**src/rtl/sram_pkg.sv**
```systemverilog
// Shared SRAM-side constants and the upload FSM state type, used by the upload
// reader and the download-side SRAM writer.
package sram_pkg;
    localparam int SRAM_ADDR_W      = 21;
    localparam int IOCTL_ADDR_W     = 25;
    localparam int SRAM_WAIT_CYCLES = 3;

    typedef enum logic [1:0] {
        UP_IDLE    = 2'd0,
        UP_READ    = 2'd1,
        UP_PRESENT = 2'd2,
        UP_FINISH  = 2'd3
    } upload_state_t;
endpackage

```
**src/rtl/sram_upload_if.sv**
```systemverilog
// Upload byte stream: data plus ioctl-style byte offset on a valid/ready handshake.
// The producer holds everything stable while valid is high and ready is low.
interface sram_upload_if;
    import sram_pkg::*;

    logic [7:0]              up_data;
    logic [IOCTL_ADDR_W-1:0] up_addr;
    logic                    up_valid;
    logic                    up_ready;

    modport master (output up_data, output up_addr, output up_valid, input  up_ready);
    modport slave  (input  up_data, input  up_addr, input  up_valid, output up_ready);
endinterface

```
**src/rtl/sram_read_timer.sv**
```systemverilog
// SRAM access wait counter: load sets WAIT_CYCLES-1, then counts down to 0.
// Latency: expired is seen WAIT_CYCLES-1 cycles after load; no backpressure.
module sram_read_timer #(
    parameter int WAIT_CYCLES = 3
) (
    input  logic clk,
    input  logic reset_n,
    input  logic load,
    output logic expired
);
    localparam int CW = (WAIT_CYCLES > 1) ? $clog2(WAIT_CYCLES) : 1;

    logic [CW-1:0] cnt;

    always_ff @(posedge clk or negedge reset_n) begin
        if (!reset_n) begin
            cnt <= '0;
        end else if (load) begin
            cnt <= CW'(WAIT_CYCLES - 1);
        end else if (cnt != '0) begin
            cnt <= cnt - CW'(1);
        end
    end

    assign expired = (cnt == '0);
endmodule

```
**src/rtl/sram_upload.sv**
```systemverilog
// Streams a byte range out of the async SRAM; first byte WAIT_CYCLES+1 edges after start,
// then one byte per WAIT_CYCLES+1 cycles; stalls in PRESENT (OE released) while up_ready is low. Optional csum: SRAM_UPLOAD_CSUM_EN.
module sram_upload
    import sram_pkg::*;
#(
    parameter int ADDR_W      = SRAM_ADDR_W,
    parameter int WAIT_CYCLES = SRAM_WAIT_CYCLES
) (
    input  logic              clk,
    input  logic              reset_n,
    input  logic              start,
    input  logic              abort,
    input  logic [ADDR_W-1:0] base_addr,
    input  logic [ADDR_W:0]   length,
    output logic              busy,
    output logic              done,
    output logic [ADDR_W-1:0] sram_addr,
    input  logic [7:0]        sram_data_i,
    output logic              sram_oe_n,
    output logic              sram_we_n,
    sram_upload_if.master     up
`ifdef SRAM_UPLOAD_CSUM_EN
    ,
    output logic [15:0]       csum
`endif
);
    upload_state_t state, next_state;

    logic [ADDR_W:0]         remaining;
    logic [ADDR_W-1:0]       addr_q;
    logic [7:0]              data_q;
    logic [IOCTL_ADDR_W-1:0] offset_q;

    logic timer_load;
    logic timer_expired;
    logic take_start;
    logic capture;
    logic advance;
    logic accept;

    sram_read_timer #(
        .WAIT_CYCLES (WAIT_CYCLES)
    ) u_timer (
        .clk     (clk),
        .reset_n (reset_n),
        .load    (timer_load),
        .expired (timer_expired)
    );

    always_ff @(posedge clk or negedge reset_n) begin
        if (!reset_n) begin
            state <= UP_IDLE;
        end else begin
            state <= next_state;
        end
    end

    always_comb begin
        next_state = state;
        timer_load = 1'b0;
        take_start = 1'b0;
        capture    = 1'b0;
        advance    = 1'b0;
        // A handshake on the abort edge still counts as a transferred byte.
        accept     = (state == UP_PRESENT) && up.up_ready;

        case (state)
            UP_IDLE: begin
                if (start) begin
                    take_start = 1'b1;
                    if (length != '0) begin
                        next_state = UP_READ;
                        timer_load = 1'b1;
                    end else begin
                        next_state = UP_FINISH;
                    end
                end
            end
            UP_READ: begin
                if (timer_expired) begin
                    capture    = 1'b1;
                    next_state = UP_PRESENT;
                end
            end
            UP_PRESENT: begin
                if (up.up_ready) begin
                    if (remaining > (ADDR_W+1)'(1)) begin
                        advance    = 1'b1;
                        timer_load = 1'b1;
                        next_state = UP_READ;
                    end else begin
                        next_state = UP_FINISH;
                    end
                end
            end
            UP_FINISH: begin
                next_state = UP_IDLE;
            end
            default: begin
                next_state = UP_IDLE;
            end
        endcase

        if (abort) begin
            next_state = UP_IDLE;
            timer_load = 1'b0;
            take_start = 1'b0;
            capture    = 1'b0;
            advance    = 1'b0;
        end
    end

    always_ff @(posedge clk or negedge reset_n) begin
        if (!reset_n) begin
            remaining <= '0;
            addr_q    <= '0;
            data_q    <= '0;
            offset_q  <= '0;
        end else begin
            if (take_start) begin
                remaining <= length;
                addr_q    <= base_addr;
                offset_q  <= '0;
            end
            if (capture) begin
                data_q <= sram_data_i;
            end
            // addr_q wraps modulo 2^ADDR_W; the byte count is independent.
            if (advance) begin
                remaining <= remaining - (ADDR_W+1)'(1);
                addr_q    <= addr_q + ADDR_W'(1);
                offset_q  <= offset_q + IOCTL_ADDR_W'(1);
            end
        end
    end

`ifdef SRAM_UPLOAD_CSUM_EN
    always_ff @(posedge clk or negedge reset_n) begin
        if (!reset_n) begin
            csum <= '0;
        end else if (take_start) begin
            csum <= '0;
        end else if (accept) begin
            csum <= csum + {8'h00, data_q};
        end
    end
`endif

    assign busy        = (state == UP_READ) || (state == UP_PRESENT);
    assign done        = (state == UP_FINISH);
    assign sram_oe_n   = (state != UP_READ);
    assign sram_we_n   = 1'b1;
    assign sram_addr   = addr_q;
    assign up.up_valid = (state == UP_PRESENT);
    assign up.up_data  = data_q;
    assign up.up_addr  = offset_q;
endmodule

```
**src/flat_wrapper.sv**
```systemverilog
// flat-port wrapper written by rule: the top's interface ports become plain ports
module sram_upload_flat import sram_pkg::*;
#(
    parameter int ADDR_W      = SRAM_ADDR_W,
    parameter int WAIT_CYCLES = SRAM_WAIT_CYCLES
)
  (clk, reset_n, start, abort, base_addr, length, busy, done, sram_addr, sram_data_i, sram_oe_n, sram_we_n, up_up_data, up_up_addr, up_up_valid, up_up_ready);
  sram_upload_if up_i ();
  input  logic clk;
  input  logic reset_n;
  input  logic start;
  input  logic abort;
  input  logic [ADDR_W-1:0] base_addr;
  input  logic [ADDR_W:0] length;
  output logic busy;
  output logic done;
  output logic [ADDR_W-1:0] sram_addr;
  input  logic [7:0] sram_data_i;
  output logic sram_oe_n;
  output logic sram_we_n;
  output wire logic [$bits(up_i.up_data)-1:0] up_up_data;
  output wire logic [$bits(up_i.up_addr)-1:0] up_up_addr;
  output wire logic [$bits(up_i.up_valid)-1:0] up_up_valid;
  input wire logic [$bits(up_i.up_ready)-1:0] up_up_ready;
  assign up_up_data = up_i.up_data;
  assign up_up_addr = up_i.up_addr;
  assign up_up_valid = up_i.up_valid;
  assign up_i.up_ready = up_up_ready;
  sram_upload #(.ADDR_W(ADDR_W), .WAIT_CYCLES(WAIT_CYCLES)) u_core (.clk(clk), .reset_n(reset_n), .start(start), .abort(abort), .base_addr(base_addr), .length(length), .busy(busy), .done(done), .sram_addr(sram_addr), .sram_data_i(sram_data_i), .sram_oe_n(sram_oe_n), .sram_we_n(sram_we_n), .up(up_i));
endmodule
```
**config.mk**
```make
export PLATFORM = sky130hd
export DESIGN_NAME = sram_upload_flat
export DESIGN_NICKNAME = d
export VERILOG_FILES = /design/src/rtl/sram_pkg.sv /design/src/rtl/sram_upload_if.sv /design/src/rtl/sram_read_timer.sv /design/src/rtl/sram_upload.sv /design/src/flat_wrapper.sv
export SDC_FILE = /design/constraint.sdc
export NUM_CORES = 1
export LEC_CHECK = 0
export ABC_CLOCK_PERIOD_IN_PS = 3900
export CELL_PAD_IN_SITES_DETAIL_PLACEMENT = 0
export CELL_PAD_IN_SITES_GLOBAL_PLACEMENT = 1
export CORE_UTILIZATION = 39
export CTS_BUF_LIST = sky130_fd_sc_hd__clkbuf_8
export CTS_CLUSTER_DIAMETER = 50
export DETAILED_ROUTE_END_ITERATION = 10
export GPL_ROUTABILITY_DRIVEN = 0
export PLACE_DENSITY = 0.89
export SLEW_MARGIN = 15
export SYNTH_ARGS = -nofsm -noshare
export SYNTH_HDL_FRONTEND = slang
export SYNTH_SLANG_ARGS = --single-unit
export TNS_END_PERCENT = 100
```
**constraint.sdc**
```tcl
create_clock -name clk -period 3.9 [get_ports clk]
set_clock_uncertainty 0.2 [all_clocks]
set_input_delay 0.78 -clock clk [delete_from_list [all_inputs] [get_ports clk]]
set_output_delay 0.78 -clock clk [all_outputs]
set_load 0.01 [all_outputs]
```
Word-level counts from Yosys, hierarchy flattened
Index checks and enable logic that the tools add are counted.
Operators by class
  add/sub/neg operators: 4
  order comparisons: 1
  eq/ne operators: 7
  mux-type cells: 29
  reduce and logical (&&, ||, !) cells: 8
Operators with widths (count)
  two-way mux 25 bit: 2
  two-way mux 22 bit: 2
  two-way mux 21 bit: 2
  adder 25 x 1 -> 25 bit (second input constant): 1
  > comparator 22 x 1 -> 1 bit (second input constant): 1
  nonzero test 22 bit: 1
  subtractor 22 x 1 -> 22 bit (second input constant): 1
  adder 21 x 1 -> 21 bit (second input constant): 1
  two-way mux 2 bit: 8
  two-way mux 1 bit: 13
  case mux 2 bit (4 select lines): 1
  inequality test 3 x 2 -> 1 bit (second input constant): 2
  nonzero test 2 bit: 3
  == test 2 bit (second input constant): 2
  zero test 2 bit: 2
  inequality test 3 bit (second input constant): 1
  AND reduction 3 bit: 1
  == test 2 x 1 -> 1 bit (second input constant): 1
  inequality test 2 x 1 -> 1 bit (second input constant): 1
  case mux 1 bit (2 select lines): 1
  subtractor 2 x 1 -> 2 bit (second input constant): 1
  logical OR 1 bit: 1
Storage, ports and cells
  register bits: 80
  input bits: 56
  output and inout port bits: 59
  word-level logic and storage cells: 55

Logic depth before layout (Yosys ltp)
  depth after elaboration: 6
  mapped depth: 11
  gate-level depth less buffers: 7

Hierarchy
Synthesis repeated with hierarchy kept, for this count alone.
Second synthesis, totals
  cells, all modules: 543
  area total of the unflattened synthesis: 4758.3 µm²
By module, submodules not included
  sram_upload: times used 1, cells each 534, area an instance 4663.2 µm², sequential area each 1951.9 µm²
  sram_read_timer: times used 1, cells each 9, area an instance 95.1 µm², sequential area each 50.0 µm²

Worst setup path after synthesis
No wires, ideal clock.
  path type: reg2reg
  start: register u_core.remaining[12]
  end: register u_core.remaining[11]
  setup time: 0.123 ns
  data arrival time: 2.445 ns
  path slack: 1.132 ns
  stages on the path, launching flop included: 9
  path through: dfrtp_1 -> or4_1 -> clkbuf_1 -> or4b_1 -> buf_2 -> o21ai_4 -> buf_4 -> nand2_2 -> o221a_2
On the way
  longest elaborated chain between the ends: 6
  elaborated cells between the ends (all ways): 7
RTL lines
  start, declared: RTL line sram_upload.sv:29  | logic [ADDR_W:0] remaining;
  start signal, assigned: RTL line sram_upload.sv:121  | remaining <= length;
  start signal, assigned: RTL line sram_upload.sv:130  | remaining <= remaining - (ADDR_W+1)'(1);
  > comparator 22 x 1 -> 1 bit (*): RTL line sram_upload.sv:87  | if (remaining > (ADDR_W+1)'(1)) begin
  two-way mux 1 bit (*): RTL line sram_upload.sv:87
  two-way mux 1 bit (*): RTL line sram_upload.sv:86  | if (up.up_ready) begin
  two-way mux 1 bit (*): RTL line sram_upload.sv:67  | case (state)
  two-way mux 1 bit (*): RTL line sram_upload.sv:104  | if (abort) begin
  two-way mux 22 bit / nonzero test 2 bit (equally long branches)
Every way passes the cells marked *; elsewhere a longest branch is shown, timed or not.
A chain may end at the register's enable or synchronous reset.

Worst setup path in the final report
  start: register u_core.remaining[12]
  end: register u_core.remaining[19]
On the way
  longest elaborated chain between the ends: 6
  elaborated cells between the ends (all ways): 8
RTL lines (RTL line)
  > comparator 22 x 1 -> 1 bit: sram_upload.sv:87
  two-way mux 1 bit: sram_upload.sv:87
  two-way mux 1 bit: sram_upload.sv:86
  two-way mux 1 bit: sram_upload.sv:67
  two-way mux 1 bit: sram_upload.sv:104
  two-way mux 22 bit / nonzero test 2 bit (equally long branches)
Several ways; a longest one is shown, not always the timed one.

==> results.sh <==
export IMPL_drc=0
export IMPL_cts_tree="yes"
export IMPL_overflow=0
export IMPL_finalHoldViolCount=0
export IMPL_end_kind="flop"
export IMPL_crit_chain="or4_1 -> or4b_1 -> o21ai_4 -> buf_4 -> nor3_1 -> a311o_1"
export IMPL_cts_sinks=80
export IMPL_synthCells=517
export IMPL_fin_util=0.519
export IMPL_htree_levels=3
export IMPL_cts_resized=0
export IMPL_io_pin_count=115
export IMPL_die_h_um=113
export IMPL_start_util=0.400
export IMPL_ir_worst_vdd_uv=210
export IMPL_rsz0062_at_grt="false"
export IMPL_synthFlopType="dfrtp_1"
export IMPL_worstSetupPathType="reg2reg"
export IMPL_vias=4640
export IMPL_crit_path_end="u_core.remaining[19]"
export IMPL_die_w_um=113
export IMPL_post_cts_buffers=0
export IMPL_antenna_found_initial=0
export IMPL_clockBufferDepth=2
export IMPL_synth_seq_cells=80
export IMPL_synthesis_area_um2=4780
export IMPL_r2r_end="u_core.remaining[19]"
export IMPL_area_growth_pct=29.9
export IMPL_clkTransAtPathRegs_ns=0.08
export IMPL_syn_nets=582
export IMPL_critPathMaxFanout=23
export IMPL_final_common_cell="clkdlybuf4s50_1"
export IMPL_period_needed_ns=3.36
export IMPL_ys_async_sr_fraction=1.00
export IMPL_synth_seq_area_share=0.419
export IMPL_holdCritPathClass="reg2reg"
export IMPL_synth_distinct_cells=55
export IMPL_tightest_slew_ns=1.06
export IMPL_status="finished, final reports clean"
export IMPL_drive_gt1_frac=0.0829
export IMPL_fp_row_count=40
export IMPL_dp_hpwl_um=9830
export IMPL_synth_edf_count=0
export IMPL_cp_start_kind="flop"
export IMPL_drtIter0Drc=323
export IMPL_most_common_layout_cells="112 x clkdlybuf4s50_1, 80 x dfrtp_1, 38 x nand3_1"
export IMPL_wl_per_cell_um=17.9
export IMPL_grt_pass1_vias=4390
export IMPL_n_antenna_cell=0
export IMPL_worstReg2RegStart="u_core.remaining[12]"
export IMPL_final_cells=774
export IMPL_drv_slew=0
export IMPL_finalPower_mw=3.44
export IMPL_grt_usage=0.223
export IMPL_grt_pass1_wl_um=22500
export IMPL_max_freq_mhz=298
export IMPL_crit_slowest_cell="or4b_1"
export IMPL_tns_ns=0
export IMPL_via_per_inst=5.99
export IMPL_cts_root_buffer="clkbuf_8"
export IMPL_leakage_nw=2.50
export IMPL_totalWireLength_um=13800
export IMPL_period_share=0.861
export IMPL_numPortBuffers=113
export IMPL_antenna_left=0
export IMPL_dp_cells=761
export IMPL_max_cap_viol_count=0
export IMPL_setup_viol=0
export IMPL_coreArea_um2=12000
export IMPL_clkLatencyLatePin_ns=0.36
export IMPL_maxSlewHeadroom=0.296
export IMPL_avgSynthCellArea_um2=9.25
export IMPL_dieArea_um2=12700
export IMPL_crit_path_max_incr_delay_ns=0.71
export IMPL_r2r_slack_ns=0.54
export IMPL_drt_pre_antenna_iters=5
export IMPL_cp_depth=6
export IMPL_grt_start_max_net_pins=81
export IMPL_worstPathBufferInverterCount=1
export IMPL_power_density_nw_per_um2=554
export IMPL_worstRegToRegCells=6
export IMPL_required_ns=3.94
export IMPL_yosys_warnings=0
export IMPL_final_nets=690
export IMPL_critPathTopFamily="simple AND/OR/NAND/NOR gates"
export IMPL_cts_buffers=9
export IMPL_ctsHoldBuffers=0
export IMPL_crit_arrival_ns=3.40
export IMPL_worstSetupStartpoint="u_core.remaining[12]"
## per-layer routing
| layer | track usage | part of all wire |
|---|---|---|
| met5 | 0 | 0 |
| met4 | 0.0658 | 0.014 |
| met3 | 0.0412 | 0.052 |
| met2 | 0.358 | 0.48 |
| met1 | 0.306 | 0.46 |
## how the worst min path moves through the flow
| stage | endpoint | from | slack (ns) | depth (start not counted) |
|---|---|---|---|---|
| 6_report | u_core.up.up_addr[24] | u_core.up.up_addr[24] | 0.28 | 1 |
| 5_1_grt | u_core.u_timer.cnt[1] | u_core.u_timer.cnt[1] | 0.31 | 1 |
| 4_1_cts | u_core.up.up_addr[24] | u_core.up.up_addr[24] | 0.28 | 1 |
| 3_5_place_dp | u_core.up.up_addr[24] | u_core.up.up_addr[24] | 0.27 | 1 |
| 3_3_place_gp | u_core.up.up_addr[24] | u_core.up.up_addr[24] | 0.27 | 1 |
| 2_1_floorplan | u_core.u_timer.cnt[1] | u_core.u_timer.cnt[1] | 0.26 | 1 |
## cell type report
type	instances	area [µm²]
fillers	1107	5750
multi-input cells	385	2570
flip-flops and latches	80	2000
repair buffers	127	1230
well taps	147	184
clock buffers	9	124
inverters	22	82.6
clock inverters	4	17.5
## power breakdown
part	total [mW]	internal (mW)	leakage (nW)	switching (mW)
clock	0.507	0.214	0.0832	0.293
combinational	1.49	0.790	1.40	0.699
sequential	1.45	1.10	1.02	0.342
## state kept, by name, summed over array words and instances (netlist names)
| register | count |
|---|---|
| u_core.sram_addr | 21 |
| u_core.up.up_addr | 25 |
| u_core.up.up_data | 8 |
| u_core.remaining | 22 |
| u_core.state | 2 |
| u_core.u_timer.cnt | 2 |
## synthesized netlist by cell type, types with 3 or more instances
cell / n / share of area
a211o_1: 10 / 0.018
a211oi_1: 8 / 0.013
a21oi_1: 17 / 0.018
a221o_1: 18 / 0.038
a311o_1: 3 / 0.0063
a31oi_1: 3 / 0.0039
and3_1: 18 / 0.024
and4_1: 8 / 0.015
buf_2: 6 / 0.0063
buf_4: 4 / 0.0063
clkbuf_1: 19 / 0.015
dfrtp_1: 80 / 0.42
ha_1: 9 / 0.024
inv_1: 22 / 0.017
mux2_2: 11 / 0.026
mux2i_1: 11 / 0.023
nand2_1: 29 / 0.023
nand2b_1: 6 / 0.0079
nand3_1: 38 / 0.040
nand4_1: 12 / 0.016
nor2_1: 36 / 0.028
nor3_1: 27 / 0.028
nor4_1: 16 / 0.021
o2111ai_1: 4 / 0.0073
o211ai_1: 9 / 0.014
o21ai_0: 19 / 0.020
o21bai_1: 3 / 0.0047
o221a_2: 3 / 0.0071
o22ai_1: 3 / 0.0039
o31ai_1: 4 / 0.0063
or2_2: 5 / 0.0065
or3_1: 9 / 0.012
or4_1: 5 / 0.0079
xnor2_1: 8 / 0.015
xor2_1: 8 / 0.015
## logic make-up after synthesis
group,count (synthesis),share of synthesized area
simple gates,222,0.250
fa+ha+maj,9,0.0236
compound gates,115,0.181
xor+xnor,16,0.0293
mux,22,0.0489
flops,80,0.419
buf+inv,52,0.0471
other cells,1,0.000784
## worst register-to-register path: stages, from the launching register on
cell,delay (ns)
dfrtp_1,0.44
or4_1,0.65
or4b_1,0.71
o21ai_4,0.55
buf_4,0.34
nor3_1,0.08
a311o_1,0.28
## per-stage QoR
step / setup WS (ns) / hold WS, ns / instance area, µm²
5_1_grt: 0.282 / 0.312 / 6210
6_report: 0.542 / 0.281 / 6210
4_1_cts: 0.539 / 0.285 / 6210
3_5_place_dp: 0.478 / 0.269 / 6070
2_1_floorplan: 1.13 / 0.259 / 4780
3_3_place_gp: 0.538 / 0.267 / 6070
(Power assumes the default switching activity.)
